==> src/rtl/led_pkg.sv <==
// ---------------------------------------------------------------------------
// led_pkg
// Shared constants and types for the LED fade/PWM output stage.
//   LED_N            : number of LED channels on the board
//   CLK_HZ           : system clock frequency
//   LED_ON / LED_OFF : pin levels for the active-low LEDs
//   *_DEF            : default fade/PWM parameters (1 ms steps at 27 MHz)
//   ramp_dir_e       : per-channel ramp direction decoded from level vs target
// ---------------------------------------------------------------------------
package led_pkg;

    localparam int   LED_N    = 6;
    localparam int   CLK_HZ   = 27_000_000;
    localparam logic LED_ON   = 1'b0;
    localparam logic LED_OFF  = 1'b1;

    localparam int PWM_BITS_DEF  = 8;
    localparam int STEP_DIV_DEF  = 27_000;
    localparam int UP_STEP_DEF   = 8;
    localparam int DOWN_STEP_DEF = 2;

    typedef enum logic [1:0] {
        RAMP_HOLD = 2'd0,
        RAMP_UP   = 2'd1,
        RAMP_DOWN = 2'd2
    } ramp_dir_e;

endpackage

==> src/rtl/led_fade_pwm_if.sv <==
// ---------------------------------------------------------------------------
// led_fade_pwm_if
// Bundles the pattern input and LED/busy outputs of the fade stage.
//   pattern_i : target pattern, active-low (0 = lit)
//   led       : LED pins, active-low
//   busy      : some channel has not yet reached its target
// Modports: master = pattern source / pin consumer, slave = fade stage.
// ---------------------------------------------------------------------------
interface led_fade_pwm_if
    import led_pkg::*;
#(
    parameter int N_LED = LED_N
) ();

    logic [N_LED-1:0] pattern_i;
    logic [N_LED-1:0] led;
    logic             busy;

    modport master (
        output pattern_i,
        input  led,
        input  busy
    );

    modport slave (
        input  pattern_i,
        output led,
        output busy
    );

endinterface

==> src/rtl/led_fade_chan.sv <==
// ---------------------------------------------------------------------------
// led_fade_chan
// One LED channel: brightness level register with saturating ramp toward
// the target (full on / full off) and registered PWM compare.
//   sys_clk, sys_rst : clock, asynchronous active-high reset
//   step_tick        : level may change in this cycle
//   pat_bit          : registered pattern bit, active-low (0 = lit)
//   pwm_cnt          : shared PWM counter, 0..FS-1
//   led_bit          : registered LED pin, active-low
//   ch_busy          : level after this cycle's update differs from target
// ---------------------------------------------------------------------------
module led_fade_chan
    import led_pkg::*;
#(
    parameter int PWM_BITS  = PWM_BITS_DEF,
    parameter int UP_STEP   = UP_STEP_DEF,
    parameter int DOWN_STEP = DOWN_STEP_DEF
) (
    input  logic                sys_clk,
    input  logic                sys_rst,
    input  logic                step_tick,
    input  logic                pat_bit,
    input  logic [PWM_BITS-1:0] pwm_cnt,
    output logic                led_bit,
    output logic                ch_busy
);

    // Ramp arithmetic is one bit wider than the level so overflow is visible.
    localparam logic [PWM_BITS:0]   FS_W = (PWM_BITS+1)'((2**PWM_BITS) - 1);
    localparam logic [PWM_BITS:0]   UP_W = (PWM_BITS+1)'(UP_STEP);
    localparam logic [PWM_BITS:0]   DN_W = (PWM_BITS+1)'(DOWN_STEP);
    localparam logic [PWM_BITS-1:0] DN_N = PWM_BITS'(DOWN_STEP);

    logic [PWM_BITS-1:0] level_q;
    logic [PWM_BITS-1:0] level_d;
    logic [PWM_BITS-1:0] tgt_s;
    logic [PWM_BITS:0]   level_ext_s;
    logic [PWM_BITS:0]   up_sum_s;
    logic                led_q;
    logic                led_d;
    ramp_dir_e           dir_s;

    // Target, ramp direction, saturating next level and PWM compare.
    always_comb begin
        tgt_s       = pat_bit ? {PWM_BITS{1'b0}} : {PWM_BITS{1'b1}};
        level_ext_s = {1'b0, level_q};
        up_sum_s    = level_ext_s + UP_W;
        level_d     = level_q;
        dir_s       = RAMP_HOLD;

        if (level_q < tgt_s) begin
            dir_s = RAMP_UP;
        end else if (level_q > tgt_s) begin
            dir_s = RAMP_DOWN;
        end else begin
            dir_s = RAMP_HOLD;
        end

        if (step_tick) begin
            case (dir_s)
                RAMP_UP: begin
                    if (up_sum_s > FS_W) begin
                        level_d = FS_W[PWM_BITS-1:0];
                    end else begin
                        level_d = up_sum_s[PWM_BITS-1:0];
                    end
                end
                RAMP_DOWN: begin
                    // Clamp at zero instead of wrapping through full scale.
                    if (level_ext_s < DN_W) begin
                        level_d = {PWM_BITS{1'b0}};
                    end else begin
                        level_d = level_q - DN_N;
                    end
                end
                default: begin
                    level_d = level_q;
                end
            endcase
        end else begin
            level_d = level_q;
        end

        ch_busy = (level_d != tgt_s);
        led_d   = (pwm_cnt < level_q) ? LED_ON : LED_OFF;
    end

    // Level and LED pin registers.
    always_ff @(posedge sys_clk or posedge sys_rst) begin
        if (sys_rst) begin
            level_q <= {PWM_BITS{1'b0}};
            led_q   <= LED_OFF;
        end else begin
            level_q <= level_d;
            led_q   <= led_d;
        end
    end

    assign led_bit = led_q;

endmodule

==> src/rtl/led_fade_pwm.sv <==
// ---------------------------------------------------------------------------
// led_fade_pwm
// Output stage between the rotating pattern register and the LED pins.
// Each LED fades toward its target brightness, rendered by a shared PWM.
//   sys_clk : system clock
//   sys_rst : asynchronous active-high reset
//   io      : slave side of led_fade_pwm_if (pattern_i in, led/busy out)
// Holds the step prescaler, PWM counter, pattern register and busy flag;
// per-channel ramp and compare live in led_fade_chan.
// ---------------------------------------------------------------------------
module led_fade_pwm
    import led_pkg::*;
#(
    parameter int N_LED     = LED_N,
    parameter int PWM_BITS  = PWM_BITS_DEF,
    parameter int STEP_DIV  = STEP_DIV_DEF,
    parameter int UP_STEP   = UP_STEP_DEF,
    parameter int DOWN_STEP = DOWN_STEP_DEF
) (
    input  logic           sys_clk,
    input  logic           sys_rst,
    led_fade_pwm_if.slave  io
);

    localparam int DIV_W = (STEP_DIV > 1) ? $clog2(STEP_DIV) : 1;
    localparam logic [DIV_W-1:0]    DIV_LAST = DIV_W'(STEP_DIV - 1);
    // PWM period is FS cycles, so the counter wraps after FS-1.
    localparam logic [PWM_BITS-1:0] PWM_LAST = PWM_BITS'((2**PWM_BITS) - 2);

    logic [DIV_W-1:0]    div_cnt_q;
    logic [DIV_W-1:0]    div_cnt_d;
    logic [PWM_BITS-1:0] pwm_cnt_q;
    logic [PWM_BITS-1:0] pwm_cnt_d;
    logic [N_LED-1:0]    pat_q;
    logic [N_LED-1:0]    pat_d;
    logic                busy_q;
    logic                busy_d;
    logic                step_tick_s;
    logic [N_LED-1:0]    led_s;
    logic [N_LED-1:0]    ch_busy_s;

    // Free-running prescaler and PWM counter, pattern capture, busy update.
    always_comb begin
        step_tick_s = (div_cnt_q == DIV_LAST);

        if (step_tick_s) begin
            div_cnt_d = {DIV_W{1'b0}};
        end else begin
            div_cnt_d = div_cnt_q + DIV_W'(1);
        end

        if (pwm_cnt_q == PWM_LAST) begin
            pwm_cnt_d = {PWM_BITS{1'b0}};
        end else begin
            pwm_cnt_d = pwm_cnt_q + PWM_BITS'(1);
        end

        pat_d = io.pattern_i;

        // busy only moves with the levels, so pattern glitches between
        // ticks never show up on it.
        if (step_tick_s) begin
            busy_d = |ch_busy_s;
        end else begin
            busy_d = busy_q;
        end
    end

    // Shared counters, pattern register and busy flag.
    always_ff @(posedge sys_clk or posedge sys_rst) begin
        if (sys_rst) begin
            div_cnt_q <= {DIV_W{1'b0}};
            pwm_cnt_q <= {PWM_BITS{1'b0}};
            pat_q     <= {N_LED{1'b1}};
            busy_q    <= 1'b0;
        end else begin
            div_cnt_q <= div_cnt_d;
            pwm_cnt_q <= pwm_cnt_d;
            pat_q     <= pat_d;
            busy_q    <= busy_d;
        end
    end

    for (genvar i = 0; i < N_LED; i++) begin : g_chan
        led_fade_chan #(
            .PWM_BITS  (PWM_BITS),
            .UP_STEP   (UP_STEP),
            .DOWN_STEP (DOWN_STEP)
        ) u_chan (
            .sys_clk   (sys_clk),
            .sys_rst   (sys_rst),
            .step_tick (step_tick_s),
            .pat_bit   (pat_q[i]),
            .pwm_cnt   (pwm_cnt_q),
            .led_bit   (led_s[i]),
            .ch_busy   (ch_busy_s[i])
        );
    end

    assign io.led  = led_s;
    assign io.busy = busy_q;

endmodule

==> src/flat_wrapper.sv <==
// flat-port wrapper written by rule: the top's interface ports become plain ports
module led_fade_pwm_flat import led_pkg::*;
#(
    parameter int N_LED     = LED_N,
    parameter int PWM_BITS  = PWM_BITS_DEF,
    parameter int STEP_DIV  = STEP_DIV_DEF,
    parameter int UP_STEP   = UP_STEP_DEF,
    parameter int DOWN_STEP = DOWN_STEP_DEF
)
  (sys_clk, sys_rst, io_pattern_i, io_led, io_busy);
  led_fade_pwm_if #(.N_LED(N_LED)) io_i ();
  input  logic sys_clk;
  input  logic sys_rst;
  input wire logic [$bits(io_i.pattern_i)-1:0] io_pattern_i;
  output wire logic [$bits(io_i.led)-1:0] io_led;
  output wire logic [$bits(io_i.busy)-1:0] io_busy;
  assign io_i.pattern_i = io_pattern_i;
  assign io_led = io_i.led;
  assign io_busy = io_i.busy;
  led_fade_pwm #(.N_LED(N_LED), .PWM_BITS(PWM_BITS), .STEP_DIV(STEP_DIV), .UP_STEP(UP_STEP), .DOWN_STEP(DOWN_STEP)) u_core (.sys_clk(sys_clk), .sys_rst(sys_rst), .io(io_i));
endmodule
==> config.mk <==
export PLATFORM = sky130hd
export DESIGN_NAME = led_fade_pwm_flat
export DESIGN_NICKNAME = d
export VERILOG_FILES = /design/src/rtl/led_pkg.sv /design/src/rtl/led_fade_pwm_if.sv /design/src/rtl/led_fade_chan.sv /design/src/rtl/led_fade_pwm.sv /design/src/flat_wrapper.sv
export SDC_FILE = /design/constraint.sdc
export NUM_CORES = 1
export LEC_CHECK = 0
export CAP_MARGIN = 0
export CORE_MARGIN = 5
export CORE_UTILIZATION = 50
export CTS_CLUSTER_SIZE = 30
export DETAILED_ROUTE_END_ITERATION = 7
export DONT_BUFFER_PORTS = 1
export PLACE_DENSITY = 0.76
export SLEW_MARGIN = 40
export SYNTH_ARGS = -nofsm -noshare
export SYNTH_HDL_FRONTEND = slang
export SYNTH_HIERARCHICAL = 1
export SYNTH_SLANG_ARGS = --single-unit
==> constraint.sdc <==
create_clock -name sys_clk -period 5 [get_ports sys_clk]
set_input_delay 0.5 -clock sys_clk [delete_from_list [all_inputs] [get_ports sys_clk]]
set_output_delay 0.5 -clock sys_clk [all_outputs]
set_load 0.01 [all_outputs]
==> summary.md, run 1 <==
| Metric | Value |
|---|---|
| Status | finished clean |
| DIE WIDTH | 141 um |
| Io pins | 15 |
| Primary FF master, synth | dfrtp_1 |
| CTS tree | built |
| Core ar. | 0.0166 sq mm |
| Final period utilization | 73.5% |
| Layout Area Growth over Synthesis | 5.19% |
| Warnings from Yosys | 6 |
| DP HPWL | 15600 um |
| Fin nets | 1098 |
| Crit end category | flip-flop |
| Number of flops mapped to enable cells by yosys | 0 |
| Via count | 7528 |
| Place WS | 1.36 ns |
| Core Util, Final | 54.0% |
| Final Hold Vio Count | 0 |
| Final setup margin | 1.33 ns |
| Largest family of logic cells by synthesized area | compound AO/OA/AOI/OAI gates |
| XOR/XNOR Fraction of Synth Area | 2.05% |
| Global route overflow | 0 |
| Drt first pass iters | 5 |
| Syn nets | 1102 |
| Max Transition Viols Final | 0 |
| Routed WL | 20800 um |
| Clock Latency Late Sink | 0.35 ns |
| IO Port Bufs | 0 |
| Post-Syn Area per Cell | 8.79 sq um |
| Cells on worst reg2reg path | 12 |
| CTS clock-pin slew for the worst setup and hold paths | 0.06 ns |
| Vias in the first global route | 7224 |
| Compound-Gate Fraction of Synth Area | 25.2% |
| Critical path launch point type | flip-flop |
| Die area | 0.0198 sq mm |
| Slew HR | 67.4% |
| Initial antenna violation count | 0 |
| Synth Area in Simple Gates | 24.3% |
| Initial Utilization | 51.3% |
| CTS max path bufs | 2 |
| DR WL/cell | 17.5 um |
| Share of cells above drive strength 1 | 14.1% |
| Synth Area in Adders | 18.0% |
| Final setup vio count | 0 |
| Mapped cell area | 0.00854 sq mm |
| # rows | 47 |
| Most frequent cells in the layout | 123 x ha_1, 84 x nor2_1, 82 x inv_1, 72 x dfrtp_1, 51 x a21oi_1 |
| Synthesized flop and latch total | 84 |
| Ys async rst share | 100% |
| Peak Freq | 0.272 GHz |
| Worst Path Required | 5.21 ns |
| PwrDens | 161 mW/mm^2 |
| Mapped Cells | 971 |
| CTS H-tree lvls | 3 |
| Max cap viols | 0 |
| Die Span Y | 141 um |
| Critical path arrival | 3.89 ns |
| Kind of critical path | reg2reg |
| Worst-margin pin slew | 0.483 ns |
| Unrepaired setup endpoints after global routing | no |
| Maximum fanout along the worst path | 24 |
| Distinct cell type count after synthesis | 57 |
| Leading cell type in the layout, fill and taps excluded | ha_1 |
| Leak | 3.81 nW |
| Total GRT Usage | 21.4% |
| First-pass GRT wire length | 35400 um |
| Hold Crit Class | in2async |
| Worst VDD drop | 0.000180 V |
| Detail Route Antenna Nets | 0 |
| Num CTS Buffers | 9 |
| Clock period minus worst slack | 3.67 ns |
| WHS | 0.00603 ns |
| Placer Congestion | 0.998 |
| Clock skew | 0.00783 ns |
| Via density | 6.32 |
| ANT cells | 0 |
| # fillers | 1462 |
| Clock root cell | clkbuf_16 |
| Setup_tns | 0 ns |
| DRC viols | 0 |
| Post-synthesis sequential area ratio | 24.8% |
| Largest net degree at the start of global routing | 31 |
| Clock sinks | 84 |
| Initial DRC Count | 830 |
| Multiplexer share of the synthesized area | 0% |
-- synth_stat cells, types with 27 or more instances --
cell	n	area, sq um
ha_1	123	1540
nor3_1	33	165
o21ai_0	35	175
dfrtp_1	72	1800
nand4_1	27	169
nor2_1	84	315
nand3_1	38	190
nand2_1	40	150
inv_1	82	308
a21oi_1	51	255
-- registers in the layout, summed over array words and instances (netlist names) --
name                          count
u_core/g_chan.u_chan/level_q     48
u_core/div_cnt_q                 15
u_core/pwm_cnt_q                  8
u_core/g_chan.u_chan/led_bit      6
u_core/pat_q                      6
u_core/io.busy                    1
-- worst max-delay path: stages, from the launching register on --
cell and delay, ns:
dfrtp_1 0.38, ha_1 0.21, or3b_4 0.40, nor4_4 0.27, buf_4 0.36, inv_1 0.16, or4_4 0.55, and2_1 0.18
a22o_1 0.27, nor4_2 0.25, a31oi_1 0.09, nor4_1 0.27, a31oi_1 0.12
-- routing by layer --
layer / part of all wire (%) / up-vias / global-route usage [%]
met1: 45 / 3504 / 28.9
met4: 2.9 / 0 / 7.65
met5: 0 / - / 0
met3: 6.8 / 67 / 3.66
li1: - / 3651 / -
met2: 45 / 306 / 34.8
-- layout make-up --
type | instances | area (sq um) | share of cell area, %
Sequential cell | 84 | 2120 | 23.6
Multi-Input combinational cell | 786 | 5940 | 66.1
Clock buffer | 11 | 253 | 2.81
Clock inverter | 5 | 58.8 | 0.655
Inverter | 82 | 308 | 3.43
Timing Repair Buffer | 4 | 32.5 | 0.362
Tap cell | 220 | 275 | 3.06
-- path summary, 6_finish.rpt --
| path | endpoint | slack, ns | from |
|---|---|---|---|
| worst max-delay path | u_core/io.busy | 1.33 | u_core/div_cnt_q[0] |
| worst min-delay path | u_core/g_chan[3].u_chan/level_q[3] | 0.006 | sys_rst |
| worst max register to register | u_core/io.busy | 1.33 | u_core/div_cnt_q[0] |
| worst min register to register | u_core/div_cnt_q[0] | 0.48 | u_core/div_cnt_q[0] |
| max in group asynchronous | u_core/g_chan[2].u_chan/led_bit | 4.03 | sys_rst |
| min in group sys_clk | u_core/pat_q[3] | 0.14 | io_pattern_i[3] |
-- cell families after synthesis --
| group | Yosys count |
|---|---|
| buffers and inverters | 101 |
| and+or+nand+nor | 357 |
| adders and majority gates | 123 |
| DFF | 84 |
| xor gates and xnor gates | 20 |
| AOI/OAI and AO/OA | 286 |
-- where the power goes --
group | switching [mW] | internal [mW] | total [mW] | leakage, nW
clock | 0.282 | 0.415 | 0.697 | 0.148
combinational | 0.0408 | 0.0203 | 0.0611 | 2.56
sequential | 0.00770 | 0.685 | 0.692 | 1.10
-- through the flow --
stage	power (mW)	std cells	area, sq um
after floorplan	0.749	971	8540
after global placement	0.763	1175	8660
after detailed placement	0.765	1175	8660
after CTS	1.47	1192	8980
after global routing	1.50	1192	8980
final	1.45	1192	8980
-- repair_timing --
item                      4_1_cts  5_1_grt
buffers inserted                0        0
hold endpoints to repair       16        0
resized for setup               0        0
hold buffers                    1        0
Power figures use the tool's default switching activity.
==> inputs of run 2 (changes only) <==
Clock period 5 ns to 3.4 ns, I/O delays scaled along.
==> run 2 against run 1 <==
Net effect: clock-buffer cell count unchanged; fmax up 9.0%; global-route usage grew 1.0 points; register-to-register slack worse by 1.3 ns; worst hold slack improved by 0.51 ns; largest cell class unchanged.
==> summary.md, run 2 (synthesis gave the netlist of run 1 again) <==
| Metric | Value |
|---|---|
| WHS | 0.512 ns |
| Detail Route Antenna Nets | 0 |
| DR WL/cell | 18.2 um |
| CTS max path bufs | 2 |
| Slew HR | 60.0% |
| R2r startpoint | u_core/div_cnt_q[1] |
| Clock root cell | clkbuf_16 |
| Fin nets | 1154 |
| Initial antenna violation count | 1 |
| Clock Latency Late Sink | 0.35 ns |
| Comb power frac | 4.8% |
| Status | finished clean |
| Io pins | 15 |
| Hold Crit Class | reg2reg |
| Initial DRC Count | 935 |
| Largest net degree at the start of global routing | 22 |
| Num CTS Buffers | 9 |
| CP endpoint | u_core/io.busy |
| CTS tree | built |
| Total GRT Usage | 22.4% |
| Largest Register | u_core/g_chan.u_chan/level_q |
| Largest regs | u_core/g_chan.u_chan/level_q: 48 flops, u_core/div_cnt_q: 15 flops, u_core/pwm_cnt_q: 8 flops |
| Final setup vio count | 0 |
| Placer Congestion | 1.03 |
| # rows | 47 |
| Worst-margin pin slew | 0.593 ns |
| Worst Path Required | 3.62 ns |
| DIE WIDTH | 141 um |
| Worst VDD drop | 0.000259 V |
| Most frequent cells in the layout | 122 x ha_1, 83 x nor2_1, 80 x inv_1, 72 x dfrtp_1, 51 x a21oi_1 |
| Max cap viols | 0 |
| Placed Instance Area | 0.00893 sq mm |
| CTS H-tree lvls | 3 |
| DP HPWL | 16900 um |
| Clock skew | 0.0108 ns |
| Cells on worst reg2reg path | 14 |
| Overall Power | 2.13 mW |
| Critical path launch point type | flip-flop |
| CTS clock-pin slew for the worst setup and hold paths | 0.06 ns |
| Die Span Y | 141 um |
| Setup crit start | u_core/div_cnt_q[1] |
| Layout Area Growth over Synthesis | 11.4% |
| Vias in the first global route | 7506 |
| # fillers | 1414 |
| Maximum fanout along the worst path | 7 |
| Routed WL | 22700 um |
| Flop-to-flop setup slack | 0.03 ns |
| Via density | 6.37 |
| Sequential power share | 47.8% |
| Global route overflow | 0 |
| Clock sinks | 84 |
| Final Hold Vio Count | 0 |
| ANT cells | 0 |
| Internal | 1.62 mW |
| Final period utilization | 99.2% |
| Core ar. | 0.0166 sq mm |
| Peak Freq | 0.297 GHz |
| Via count | 7949 |
| Max Transition Viols Final | 0 |
| GR Layer Usage met1 | 31.1% |
| GR peak layer | met2 |
| Unrepaired setup endpoints after global routing | yes |
| Max FFs per register | 48 |
| DRC viols | 0 |
| Met2 capacity usage during global routing | 35.8% |
| R2r endpoint | u_core/io.busy |
| Initial Utilization | 51.3% |
| Kind of critical path | reg2reg |
| Drt first pass iters | 6 |
| Critical path arrival | 3.59 ns |
| First-pass GRT wire length | 37100 um |
| Leak | 4.13 nW |
| IO Port Bufs | 0 |
| Multi-input gate area | 0.00602 sq mm |
| Crit end category | flip-flop |
| Sw Pwr | 0.512 mW |
| Clock period minus worst slack | 3.37 ns |
| Post-layout instance area | 0.00951 sq mm |
| Sw frac | 24.1% |
| Setup_tns | 0 ns |
| Die area | 0.0198 sq mm |
| Sequential Area | 0.00212 sq mm |
| Share of cells above drive strength 1 | 19.4% |
| PwrDens | 224 mW/mm^2 |
| Clk pwr share | 47.4% |
| Met3 GRT Util | 3.22% |
| Core Util, Final | 57.2% |
| Leading cell type in the layout, fill and taps excluded | ha_1 |
## run 2: worst min path at each step
stage                         startpoint  cells after the start                            endpoint
floorplan                        sys_rst                      1  u_core/g_chan[0].u_chan/level_q[0]
global placement                 sys_rst                      1  u_core/g_chan[5].u_chan/level_q[3]
detailed placement               sys_rst                      1  u_core/g_chan[4].u_chan/level_q[7]
CTS                 u_core/div_cnt_q[12]                      1                u_core/div_cnt_q[12]
global route             io_pattern_i[3]                      1                     u_core/pat_q[3]
finish              u_core/div_cnt_q[12]                      1                u_core/div_cnt_q[12]
## run 2: what timing repair did
action                                  4_1_cts  5_1_grt
resized for setup                             0       22
hold endpoints to repair                     71        0
endpoints found under the setup margin        1        1
setup buffers                                 0       15
hold buffers                                  7        0
cloned                                        0        0
pin swaps                                     1       17
## run 2: area by class of cell
class	count	area share, %
multi-input combinational	786	63.3
inverter	82	3.26
clock inverter	5	0.631
sequential	84	22.3
clock buffer	11	2.45
tap	220	2.89
timing repair buffer	60	5.25
## run 2: per-stage QoR
| step | worst slack (ns) | cells |
|---|---|---|
| global placement | 0.0972 | 1210 |
| finish | 0.0280 | 1248 |
| floorplan | 0.0228 | 971 |
| detailed placement | -0.0417 | 1210 |
| CTS | 0.0740 | 1233 |
| global route | -0.0917 | 1248 |
## run 2: layer usage
metal / wire length [um] / share of wire (%)
met5: 18 / 0.079
met4: 538 / 2.4
met3: 1590 / 7.0
met2: 10500 / 47
met1: 9970 / 44
## run 2: power by group through the flow
stage	clock network (mW)	registers [mW]	logic [mW]
2_1_floorplan	0	1.03	0.0685
3_3_place_gp	0	1.04	0.0876
3_5_place_dp	0	1.04	0.0914
4_1_cts	1.02	1.02	0.100
5_1_grt	1.06	1.02	0.118
6_report	1.01	1.02	0.102
## run 2: worst max-delay path, cell delays in order (launching register included)
cell      delay [ns]
dfrtp_1         0.36
ha_2            0.18
or3b_4          0.38
nor4_4          0.30
buf_12          0.18
inv_4           0.04
buf_6           0.11
a211oi_4        0.24
buf_6           0.16
nor2_4          0.04
or4_4           0.53
nor3_2          0.18
a31oi_2         0.14
nor4_2          0.28
a31oi_1         0.11
==> inputs of run 3 (changes only) <==
Settings changed: CORE_UTILIZATION 50 to 30, PLACE_DENSITY 0.76 to 0.55.
==> run 3 against run 2 <==
Net effect: sequential share of layout area shrank 0.47 points; combinational power is essentially flat; final area grew 2.3%; sequential power about the same; register-to-register slack gained 0.13 ns; non-clock buffer count is 6 higher; global-route usage is 7.3 points lower; via count shrank 3.1%; largest power group is now clock; sequential cell count is the same.
==> summary.md, run 3 (synthesis gave the netlist of run 1 again) <==
| Metric | Value |
|---|---|
| Status | finished clean |
| Worst VDD drop | 0.000197 V |
| DR WL/cell | 16.9 um |
| # placed instances | 1383 |
| CTS clock-pin slew for the worst setup and hold paths | 0.07 ns |
| Buffers and inverters on the worst path | 1 |
| Place WS | -0.0588 ns |
| Met1 Routed Length | 11300 um |
| Initial DRC Count | 483 |
| IO Port Bufs | 0 |
| Final setup vio count | 0 |
| Vias in the first global route | 7440 |
| Max cap viols | 0 |
| Num CTS Buffers | 9 |
| Final period utilization | 95.3% |
| Share of cells above drive strength 1 | 19.4% |
| Crit end category | flip-flop |
| CP max stage cell | dfstp_2 |
| Met2 wire len | 10700 um |
| Io pins | 15 |
| Die area | 0.0319 sq mm |
| CP dominant cell by count | a31oi_1 |
| Top cell family by delay on the critical path | simple AND/OR/NAND/NOR gates |
| Max Transition Viols Final | 0 |
| Clock period minus worst slack | 3.24 ns |
| Peak Freq | 0.309 GHz |
| Critical path arrival | 3.46 ns |
| Clock root cell | clkbuf_16 |
| Fin nets | 1160 |
| Hold Crit Class | in2reg |
| Placed Instance Area | 0.00923 sq mm |
| Worst-margin pin slew | 0.543 ns |
| Layout Area Growth over Synthesis | 14.0% |
| Clock sinks | 84 |
| Post-layout instance area | 0.00974 sq mm |
| Global route overflow | 0 |
| DIE WIDTH | 179 um |
| Final Hold Vio Count | 0 |
| CTS H-tree lvls | 3 |
| Crit-path cells | ha_1 -> a21oi_1 -> o21ai_2 -> buf_4 -> or4_4 -> and2_1 -> a22o_1 -> nor4_2 -> a31oi_1 -> nor2_2 -> a31oi_1 |
| WHS | 0.531 ns |
| Max FFs per register | 48 |
| Total GRT Usage | 15.1% |
| Maximum fanout along the worst path | 9 |
| Leading cell type in the layout, fill and taps excluded | ha_1 |
| CTS tree | built |
| Worst Path Required | 3.62 ns |
| Setup_tns | 0 ns |
| Most frequent cells in the layout | 122 x ha_1, 83 x nor2_1, 79 x inv_1, 69 x dfrtp_1, 56 x buf_4 |
| Largest Register | u_core/g_chan.u_chan/level_q |
| Largest regs | u_core/g_chan.u_chan/level_q: 48 flops, u_core/div_cnt_q: 15 flops, u_core/pwm_cnt_q: 8 flops |
| DRC viols | 0 |
| Clock Latency Late Sink | 0.35 ns |
| # rows | 61 |
| CP max stage delay | 0.63 ns |
| PwrDens | 225 mW/mm^2 |
| First-pass GRT wire length | 39100 um |
| Detail Route Antenna Nets | 0 |
| Final setup margin | 0.160 ns |
| DP HPWL | 18200 um |
| Placer Congestion | 0.978 |
| Critical path launch point type | flip-flop |
| Via count | 7703 |
| Core Util, Final | 34.9% |
| Slew HR | 63.7% |
| Overall Power | 2.19 mW |
| Clock skew | 0.00715 ns |
| Metal3 WL | 1130 um |
| Leak | 4.14 nW |
| Routed WL | 23800 um |
| Largest net degree at the start of global routing | 29 |
| Drt first pass iters | 5 |
| Finished Layout Cells | 1413 |
| Initial Utilization | 30.6% |
| Die Span Y | 179 um |
| Initial antenna violation count | 1 |
| CTS max path bufs | 2 |
| Via density | 5.45 |
| # fillers | 2899 |
| Core ar. | 0.0279 sq mm |
| Highest routed metal layer | met4 |
| Kind of critical path | reg2reg |
==> run 3: changes by cell type in the layout (fill, tap and decap cells not counted), sizes merged <==
cell / previous run / this run
buf: 52 / 59
inv: 83 / 81
bufinv: 1 / 2
clkinv: 2 / 3
clkinvlp: 1 / 0
diode: 0 / 1
==> run 3: path summary, 6_finish.rpt <==
check                      depth (start not counted)  slack [ns]                                  to            startpoint
max                                               11        0.16                      u_core/io.busy       u_core/pat_q[4]
max reg2reg                                       11        0.16                      u_core/io.busy       u_core/pat_q[4]
max in group asynchronous                          3        2.16                     u_core/pat_q[4]               sys_rst
min in group asynchronous                          2        0.67  u_core/g_chan[4].u_chan/level_q[7]               sys_rst
min reg2reg                                        1        0.53                u_core/div_cnt_q[12]  u_core/div_cnt_q[12]
min                                                1        0.53                     u_core/pat_q[5]       io_pattern_i[5]
==> run 3: final cells by class <==
class | instances | area (sq um) | share of cell area (%)
Antenna cell | 1 | 2.50 | 0.0257
Clock buffer | 12 | 236 | 2.43
Clock inverter | 4 | 73.8 | 0.758
Inverter | 82 | 308 | 3.16
Multi-Input combinational cell | 786 | 6010 | 61.7
Sequential cell | 84 | 2120 | 21.8
Tap cell | 378 | 473 | 4.86
Timing Repair Buffer | 66 | 512 | 5.26
==> run 3: timing repair <==
item / in CTS / in global routing
pin swaps: 0 / 6
setup endpoints to repair: 1 / 1
buffers inserted: 2 / 4
hold buffers: 7 / 0
resized for setup: 1 / 20
hold endpoints to repair: 56 / 0
==> run 3: power breakdown <==
group / leakage (nW) / switching [mW] / total [mW] / internal, mW
logic: 2.89 / 0.0692 / 0.105 / 0.0358
clock network: 0.151 / 0.420 / 1.07 / 0.645
registers: 1.10 / 0.0100 / 1.02 / 1.01
==> run 3: routing by layer <==
metal	track usage, %	vias up
met4	6.14	0
met2	24.1	231
met1	20.8	3635
met5	0	-
li1	-	3785
met3	2.05	52
